==> config.mk <==
export PLATFORM = sky130hd
export DESIGN_NAME = hs32_lsu_gen
export DESIGN_NICKNAME = d
export VERILOG_FILES = /design/src/rtl/hs32_lsu_gen.sv
export SDC_FILE = /design/constraint.sdc
export NUM_CORES = 1
export LEC_CHECK = 0
export CAP_MARGIN = 20
export CORE_MARGIN = 1
export CORE_UTILIZATION = 49
export CTS_BUF_LIST = sky130_fd_sc_hd__clkbuf_16
export DETAILED_ROUTE_END_ITERATION = 6
export GPL_TIMING_DRIVEN = 0
export PLACE_DENSITY = 0.86
export RECOVER_POWER = 100
export SETUP_SLACK_MARGIN = 0.5
export SYNTH_ARGS = -nofsm -noshare
export SYNTH_HDL_FRONTEND = slang
export SYNTH_SLANG_ARGS = --single-unit
==> constraint.sdc <==
create_clock -name clk -period 3.4 [get_ports clk]
set_input_delay 0.51 -clock clk [delete_from_list [all_inputs] [get_ports clk]]
set_output_delay 0.51 -clock clk [all_outputs]
set_load 0.02 [all_outputs]
==> src/rtl/hs32_lsu_gen.sv <==
// hs32_lsu_gen: parametrised AHB-lite load/store unit for the hs32 memory stage.
// Two registered stages (address, data) with lane steering, extension and fault trapping.
//
// state | meaning
// RUN   | issuing ops, both stages advance whenever HREADY_i is high
// ERR   | bus ERROR seen in data phase, waiting for its second cycle
// HALT  | fault latched, bus idle, waiting for clear_i
module hs32_lsu_gen #(
    parameter int DW = 32,
    parameter int AW = 32,
    parameter int RW = 4
) (
    input  logic          clk,
    input  logic          reset,
    input  logic          valid_i,
    output logic          ready_o,
    input  logic [AW-1:0] addr_i,
    input  logic [DW-1:0] wdata_i,
    input  logic [RW-1:0] rd_i,
    input  logic          regwe_i,
    input  logic          memwe_i,
    input  logic [1:0]    size_i,
    input  logic          sext_i,
    input  logic          clear_i,
    output logic [RW+1:0] l1_o,
    output logic [RW+1:0] l2_o,
    output logic [DW-1:0] fwd_o,
    output logic [RW-1:0] wp_addr_o,
    output logic [DW-1:0] wp_data_o,
    output logic          wp_we_o,
    output logic          fault_o,
    output logic [1:0]    fault_cause_o,
    output logic [AW-1:0] fault_addr_o,
    input  logic          HREADY_i,
    input  logic          HRESP_i,
    input  logic [DW-1:0] HRDATA_i,
    output logic [AW-1:0] HADDR_o,
    output logic          HWRITE_o,
    output logic [2:0]    HSIZE_o,
    output logic [2:0]    HBURST_o,
    output logic [3:0]    HPROT_o,
    output logic [1:0]    HTRANS_o,
    output logic          HMASTLOCK_o,
    output logic [DW-1:0] HWDATA_o
);

    localparam int LB = $clog2(DW / 8);
    localparam bit HAS_DW64 = (DW == 64);

    typedef enum logic [1:0] {RUN, ERR, HALT} state_t;

    state_t        state;

    logic          a_valid, a_hwrite, a_regwe, a_sext;
    logic [AW-1:0] a_haddr;
    logic [1:0]    a_hsize;
    logic [RW-1:0] a_rd;
    logic [DW-1:0] a_wdata;

    logic          d_valid, d_hwrite, d_regwe, d_sext;
    logic [AW-1:0] d_haddr;
    logic [1:0]    d_hsize;
    logic [RW-1:0] d_rd;
    logic [DW-1:0] d_wdata;

    logic          advance, accept, issue, illegal, misal, bad_op;
    logic          d_ok, sign_bit;
    logic [LB-1:0] d_off;
    logic [DW-1:0] lane, load_data;

    assign advance = HREADY_i && (state == RUN);
    // A latched misaligned/illegal fault blocks new ops while stage D drains.
    assign ready_o = advance && !fault_o;
    assign accept  = valid_i && ready_o;
    assign issue   = accept && !bad_op;

    always_comb begin
        illegal = (size_i == 2'd3) && !HAS_DW64;
        case (size_i)
            2'd1:    misal = addr_i[0];
            2'd2:    misal = |addr_i[1:0];
            2'd3:    misal = |addr_i[2:0];
            default: misal = 1'b0;
        endcase
        bad_op = illegal || misal;
    end

    assign d_off = d_haddr[LB-1:0];
    assign lane  = HRDATA_i >> {d_off, 3'b000};

    always_comb begin
        case (d_hsize)
            2'd0:    sign_bit = lane[7];
            2'd1:    sign_bit = lane[15];
            2'd2:    sign_bit = lane[31];
            default: sign_bit = lane[DW-1];
        endcase
        for (int i = 0; i < DW; i++) begin
            load_data[i] = (i < (8 << d_hsize)) ? lane[i] : (sign_bit & d_sext);
        end
    end

    always_comb begin
        case (d_hsize)
            2'd0:    HWDATA_o = {(DW / 8){d_wdata[7:0]}};
            2'd1:    HWDATA_o = {(DW / 16){d_wdata[15:0]}};
            2'd2:    HWDATA_o = {(DW / 32){d_wdata[31:0]}};
            default: HWDATA_o = d_wdata;
        endcase
    end

    assign d_ok      = d_valid && HREADY_i && !HRESP_i;
    assign wp_we_o   = d_ok && d_regwe;
    assign wp_addr_o = d_rd;
    assign wp_data_o = load_data;
    assign fwd_o     = load_data;
    assign l1_o      = {a_rd, a_valid && a_regwe, a_regwe};
    assign l2_o      = {d_rd, d_ok && d_regwe, d_regwe};

    assign HADDR_o     = a_haddr;
    assign HWRITE_o    = a_hwrite;
    assign HSIZE_o     = {1'b0, a_hsize};
    assign HTRANS_o    = a_valid ? 2'b10 : 2'b00;
    assign HBURST_o    = 3'b000;
    assign HPROT_o     = 4'b0011;
    assign HMASTLOCK_o = 1'b0;

    always_ff @(posedge clk) begin
        if (reset) begin
            state         <= RUN;
            a_valid       <= 1'b0;
            a_hwrite      <= 1'b0;
            a_regwe       <= 1'b0;
            a_sext        <= 1'b0;
            a_haddr       <= '0;
            a_hsize       <= 2'd2;
            a_rd          <= '0;
            a_wdata       <= '0;
            d_valid       <= 1'b0;
            d_hwrite      <= 1'b0;
            d_regwe       <= 1'b0;
            d_sext        <= 1'b0;
            d_haddr       <= '0;
            d_hsize       <= 2'd2;
            d_rd          <= '0;
            d_wdata       <= '0;
            fault_o       <= 1'b0;
            fault_cause_o <= 2'd0;
            fault_addr_o  <= '0;
        end else begin
            case (state)
                RUN: begin
                    if (d_valid && HRESP_i && !HREADY_i) begin
                        state   <= ERR;
                        a_valid <= 1'b0;
                    end else begin
                        if (HREADY_i) begin
                            d_valid  <= a_valid;
                            d_hwrite <= a_hwrite;
                            d_regwe  <= a_regwe;
                            d_sext   <= a_sext;
                            d_haddr  <= a_haddr;
                            d_hsize  <= a_hsize;
                            d_rd     <= a_rd;
                            d_wdata  <= a_wdata;
                            a_valid  <= issue;
                            if (issue) begin
                                a_hwrite <= memwe_i;
                                a_regwe  <= regwe_i;
                                a_sext   <= sext_i;
                                a_haddr  <= addr_i;
                                a_hsize  <= size_i;
                                a_rd     <= rd_i;
                                a_wdata  <= wdata_i;
                            end
                            if (accept && bad_op) begin
                                fault_o       <= 1'b1;
                                fault_cause_o <= illegal ? 2'd3 : 2'd1;
                                fault_addr_o  <= addr_i;
                            end
                        end
                        // Stage A is already empty here; halt once D has retired.
                        if (fault_o && (HREADY_i || !d_valid)) state <= HALT;
                    end
                end
                ERR: begin
                    if (HREADY_i) begin
                        state         <= HALT;
                        d_valid       <= 1'b0;
                        fault_o       <= 1'b1;
                        fault_cause_o <= 2'd2;
                        fault_addr_o  <= d_haddr;
                    end
                end
                HALT: begin
                    if (clear_i) begin
                        state         <= RUN;
                        fault_o       <= 1'b0;
                        fault_cause_o <= 2'd0;
                        fault_addr_o  <= '0;
                    end
                end
                default: state <= RUN;
            endcase
        end
    end

endmodule
### After elaboration in Yosys (flattened, before gate mapping)

Cells that the tools add are included.

| cells by class | value |
|---|---|
| div/mod/pow operators | 0 |
| shift-type cells | 2 |
| magnitude comparators | 32 |
| eq/ne operators | 12 |
| multiply operators | 0 |
| bitwise logic cells | 2 |
| mux-type cells | 64 |
| add/sub/neg operators | 0 |
| reductions and logical operators | 32 |

Operators with widths:

| kind | count |
|---|---|
| $lt 6x32->1 const A | 16 |
| $lt 5x32->1 const A | 8 |
| $mux 32 | 5 |
| $lt 4x32->1 const A | 4 |
| $pmux 32 s3 | 1 |
| $lt 3x32->1 const A | 2 |
| $pmux 32 s2 | 1 |
| $mux 1 | 42 |
| $lt 1x32->1 const A | 1 |
| $lt 2x32->1 const A | 1 |
| $shl 4x2->32 const A | 1 |
| $shr 32x5->32 | 1 |
| $mux 2 | 9 |
| $logic_and 1x1->1 | 12 |
| $pmux 2 s3 | 2 |
| $ne 2x2->1 const B | 4 |
| $reduce_and 4->1 | 2 |
| $eq 2x1->1 const B | 3 |
| $eq 2x2->1 const B | 3 |
| $pmux 1 s3 | 2 |
| $reduce_and 3->1 | 2 |
| $reduce_and 6->1 | 1 |
| $logic_not 1->1 | 5 |
| $logic_not 2->1 | 2 |
| other kinds (11) | 14 |

| storage, ports and cells | value |
|---|---|
| memories kept | 0 |
| bits in writable memories | 0 |
| bits in read-only memories | 0 |
| flip-flop bits (word level) | 184 |
| bits in latches | 0 |

### Logic depth before layout (Yosys ltp)

| depth | value |
|---|---|
| depth in word-level cells | 9 |
| mapped depth | 9 |

### Least setup slack after synthesis

No wires, ideal clock.

| timing path | value |
|---|---|
| path type | register to output |
| from | register d_haddr[1] |
| to | output port wp_data_o[16] |
| buffers on the path | 3 |
| setup slack | 0.705 ns |
| arrival time | 2.185 ns |
| cell stages (with the launch flop) | 8 |
| cells stage by stage | dfxtp_1 -> buf_2 -> mux4_2 -> nand3_2 -> a21boi_2 -> buf_4 -> o21ai_0 -> buf_4 |

| between the ends | value |
|---|---|
| cells in the longest elaborated chain, start to end | 4 |

Ends and longest elaborated chain:

| what | line | text |
|---|---|---|
| start, declared | 61 | `logic [AW-1:0] d_haddr;` |
| start signal, assigned | 162 | `d_haddr <= a_haddr;` |
| $shr 32x5->32 (*) | 89 | `assign lane = HRDATA_i >> {d_off, 3'b000};` |
| $pmux 1 s2 | 92 | `case (d_hsize)` |
| $and 1x1->1 | 99 | `load_data[i] = (i < (8 << d_hsize)) ? lane[i] : (sign_bit & d_sext);` |
| $mux 1 (*) | 99 |  |
| end, declared | 29 | `output logic [DW-1:0] wp_data_o,` |

Every way passes the cells marked *; elsewhere a longest branch is shown, timed or not.

### Worst setup path in the final report

| timing path | value |
|---|---|
| from | register d_haddr[1] |
| to | output port wp_data_o[5] |

Same word-level chain as after synthesis.

==> impl_results.md <==
* Clock skew after layout at 0.00668 ns
* Critical-path top delay cell: clkdlybuf4s50_1
* Critical path launch point: d_haddr[1]
* Die Height at 136 µm
* Count of state elements after synthesis at 184
* Total via count in the routed design at 9069
* DIE AREA at 18500 µm²
* Capture instance of the worst register-to-register path: fault_addr_o[12]
* Total clock buffers created by CTS at 17
* Layout Cell Area excl Fill at 12600 µm²
* Aggregate routed wire length at 30900 µm
* Path depth of the worst reg2reg path at 9
* Max_slew headroom at 0.544
* Family with the most delay on the worst path: buffers and inverters
* Worst-case hold slack at 0.451 ns
* Netlist Area Pre-Place at 8780 µm²
* Slew at the pin closest to its max-slew limit at 0.685 ns
* Post-layout minimum cycle time at 3.08 ns
* WP data arrival at 2.57 ns
* Starting density of the core at 0.504
* Sort of element at the start of the critical path: flop
* Clk buf depth at 2
* Flip-flop cell with the highest count after synthesis: dfxtp_1
* Cells traversed along the worst timing path: buf_6 -> clkbuf_1 -> nor2b_1 -> a211oi_1 -> a21oi_2 -> buf_4 -> clkdlybuf4s50_1
* Synthesis-to-layout area growth at 43.7%
* WL/cell at 18.4 µm
* Leak at 5.09 nW
* Post-DP HPWL at 22600 µm
* Run status: finished clean
* Capturing instance or port of the critical path: wp_data_o[5]
* Min-delay worst type: flop to flop
* Share of the synthesized netlist area taken by xor and xnor gates at 0
* Share of the cycle needed by the critical path after routing at 0.907
* First-pass iteration count of the detailed router at 5
* Synth warnings at 0
* EDFF count, synth at 0
* Post-route non-filler standard cell count at 1679
* Count of maximum capacitance violations at 0
* Required time of the critical path at 2.89 ns
* Mapped Cells at 1110
* Routed Antenna Nets at 0
* CTS tree: built
* Total of endpoints with negative setup slack in the final report at 0
* Maximum cell stage delay along the critical path at 0.57 ns
* Adder-cell share of the synthesized area at 0.00570
* Routability Congestion at 0.886
* Distinct cell type count of the synthesized netlist at 40
* Root Buffer Master: clkbuf_16
* Number of global-route vias before repair at 8542
* Worst setup path class: flop to output port
* Port Buf Inserts at 293
* Share of synthesized cell area in and, or, nand and nor gates at 0.226
* Synth async-reset ratio at 0
* Iteration-0 DRC count of the detailed router at 629
* Endpoints failing hold at 0
* Highest fanout seen on the critical path at 10
* Global-route total usage across every layer at 0.331
* Number of levels in the clock H-tree at 4
* Max-slew violations at 0
* Vias per std cell at 5.40
* F_max at 324 MHz
* Worst reg2reg path startpoint: state[1]
* Number of nets in the layout at 1555
* Skew-Pair Late Insertion Delay at 0.44 ns
* Boundary pin count at 306
* Element type at the critical path end: output port
* Setup repair after global routing missed its margin: true
* Proportion of layout cells with a drive suffix above 1 at 0.139
* Clock input transition at the sequential cells of the worst setup and hold paths at 0.07 ns
* First-pass GRT wire length at 46200 µm
* Largest voltage drop on the vdd net at 408 µV
* Number of cells on the critical path at 7
* Proportion of synthesized chip area in sequential cells at 0.420
* Maximum number of pins on one net before global-route repair at 17
* Initial antenna violation count at 1
* Fill cell instance count of the final layout at 1370
* CTS sink cnt at 184
* Slack of the worst reg-to-reg path at 0.49 ns
* Synth Area in Compound Gates at 0.143
* Power density of the placed cells at 535 nW/µm²
* Cell total after placement at 1636
* Die span in x at 136 µm
* Buffers & Inverters on Critical Path at 4
* Overflow after GRT at 0
* Synthesized area divided by synthesized cell count at 7.91 µm²
* Mux contribution to synthesized area at 0.108
* Dominant combinational cell family by area after synthesis: simple AND/OR/NAND/NOR gates
* Area inside the core boundary at 17400 µm²
* Area after DPL at 12000 µm²
* Overall Power at 0.00676 W
* Post-CTS Hold Buffers at 0
* Number of remaining DRC errors at 0
* Cell row count at 48
[cells in the mapped netlist, drive strengths merged (2+ instances only)]
| master | instances | area, µm² |
|---|---|---|
| nand2 | 319 | 1200 |
| a21oi | 196 | 985 |
| dfxtp | 184 | 3680 |
| buf | 74 | 566 |
| clkbuf | 69 | 259 |
| mux2 | 51 | 687 |
| nor2b | 42 | 263 |
| nand3 | 35 | 180 |
| nand2b | 33 | 206 |
| o21ai | 27 | 135 |
| mux2i | 24 | 240 |
| nor2 | 16 | 60.1 |
| a211oi | 7 | 52.6 |
| inv | 7 | 26.3 |
| ha | 4 | 50.1 |
| and2 | 2 | 12.5 |
| and3b | 2 | 17.5 |
| conb | 2 | 7.51 |
| nand3b | 2 | 15.0 |
[placed cells by master (no fill, tap or decap), types with 19 or more instances in the layout]
master	Yosys	layout
mux2_1	0	26
clkbuf_2	0	19
a21oi_1	195	194
nand3_1	34	34
clkbuf_1	69	75
mux2i_1	24	23
dfxtp_1	184	183
nand2_1	319	310
mux2_2	21	21
clkdlybuf4s50_1	0	127
buf_4	59	66
nand2b_1	33	32
nor2b_1	42	42
dlygate4sd3_1	0	113
[flip-flops by register name (all words and copies together), names as in the netlist, 2 cells and up]
name,cells
HADDR_o,32
a_wdata,32
d_haddr,32
d_wdata,32
fault_addr_o,32
a_rd,4
wp_addr_o,4
a_hsize,2
d_hsize,2
fault_cause_o,2
state,2
[layout make-up]
cell class                      instances  area [µm²]  area share
Antenna cell                            1        2.50    0.000198
Buffer                                143         823      0.0652
Clock buffer                           17         425      0.0337
Clock inverter                         15         151      0.0120
Inverter                                7        26.3     0.00208
Multi-Input combinational cell        784        4310       0.341
Sequential cell                       184        3680       0.292
Tap cell                              225         282      0.0223
Timing Repair Buffer                  303        2920       0.231
[power by group]
group | internal [W] | total [W] | switching [W]
clock network | 0.00108 | 0.00197 | 0.000886
registers | 0.00237 | 0.00250 | 0.000134
logic | 0.000968 | 0.00229 | 0.00132
total | 0.00442 | 0.00676 | 0.00234
[routing by layer]
layer,track usage,routed length (µm)
met5,0,0
met4,0.194,1550
met3,0.0865,3150
met2,0.528,14400
met1,0.402,11800
[through the flow]
stage,setup WS (ns),TNS (ns),util
5_1_grt,0.184,0,0.724
4_1_cts,0.379,0,0.729
3_3_place_gp,-0.279,-2.07,0.690
6_report,0.318,0,0.724
3_5_place_dp,-0.265,-2.00,0.690
2_1_floorplan,0.705,0,-
[cells by family (layout without fill, tap and decap cells)]
group | count (synthesis) | in the layout
AOI/OAI and AO/OA | 239 | 239
adders and majority gates | 4 | 4
buffers and inverters | 150 | 485
DFF | 184 | 184
muxes | 76 | 76
other | 2 | 11
and+or+nand+nor | 455 | 455
[repair_timing]
action | 4_1_cts | 5_1_grt
gates resized for setup | 152 | 83
setup endpoints to repair | 76 | 48
setup buffers | 7 | 2
gates cloned | 1 | 0
pin swaps | 1 | 1
[tightest hold or removal path: stages (launching register included)]
cell and delay (ns):
dfxtp_1 0.31, nand2_1 0.05, a21oi_1 0.05
[worst min path at each step]
| stage | from | end | slack (ns) | cells after the start |
|---|---|---|---|---|
| global placement | a_wdata[9] | d_wdata[9] | 0.43 | 2 |
| finish | a_wdata[31] | d_wdata[31] | 0.45 | 2 |
| detailed placement | a_wdata[31] | d_wdata[31] | 0.44 | 2 |
| CTS | a_wdata[31] | d_wdata[31] | 0.45 | 2 |
| global route | a_wdata[31] | d_wdata[31] | 0.47 | 2 |
| floorplan | a_wdata[16] | d_wdata[16] | 0.43 | 2 |
Note: power is estimated with default switching activity, not from simulation.
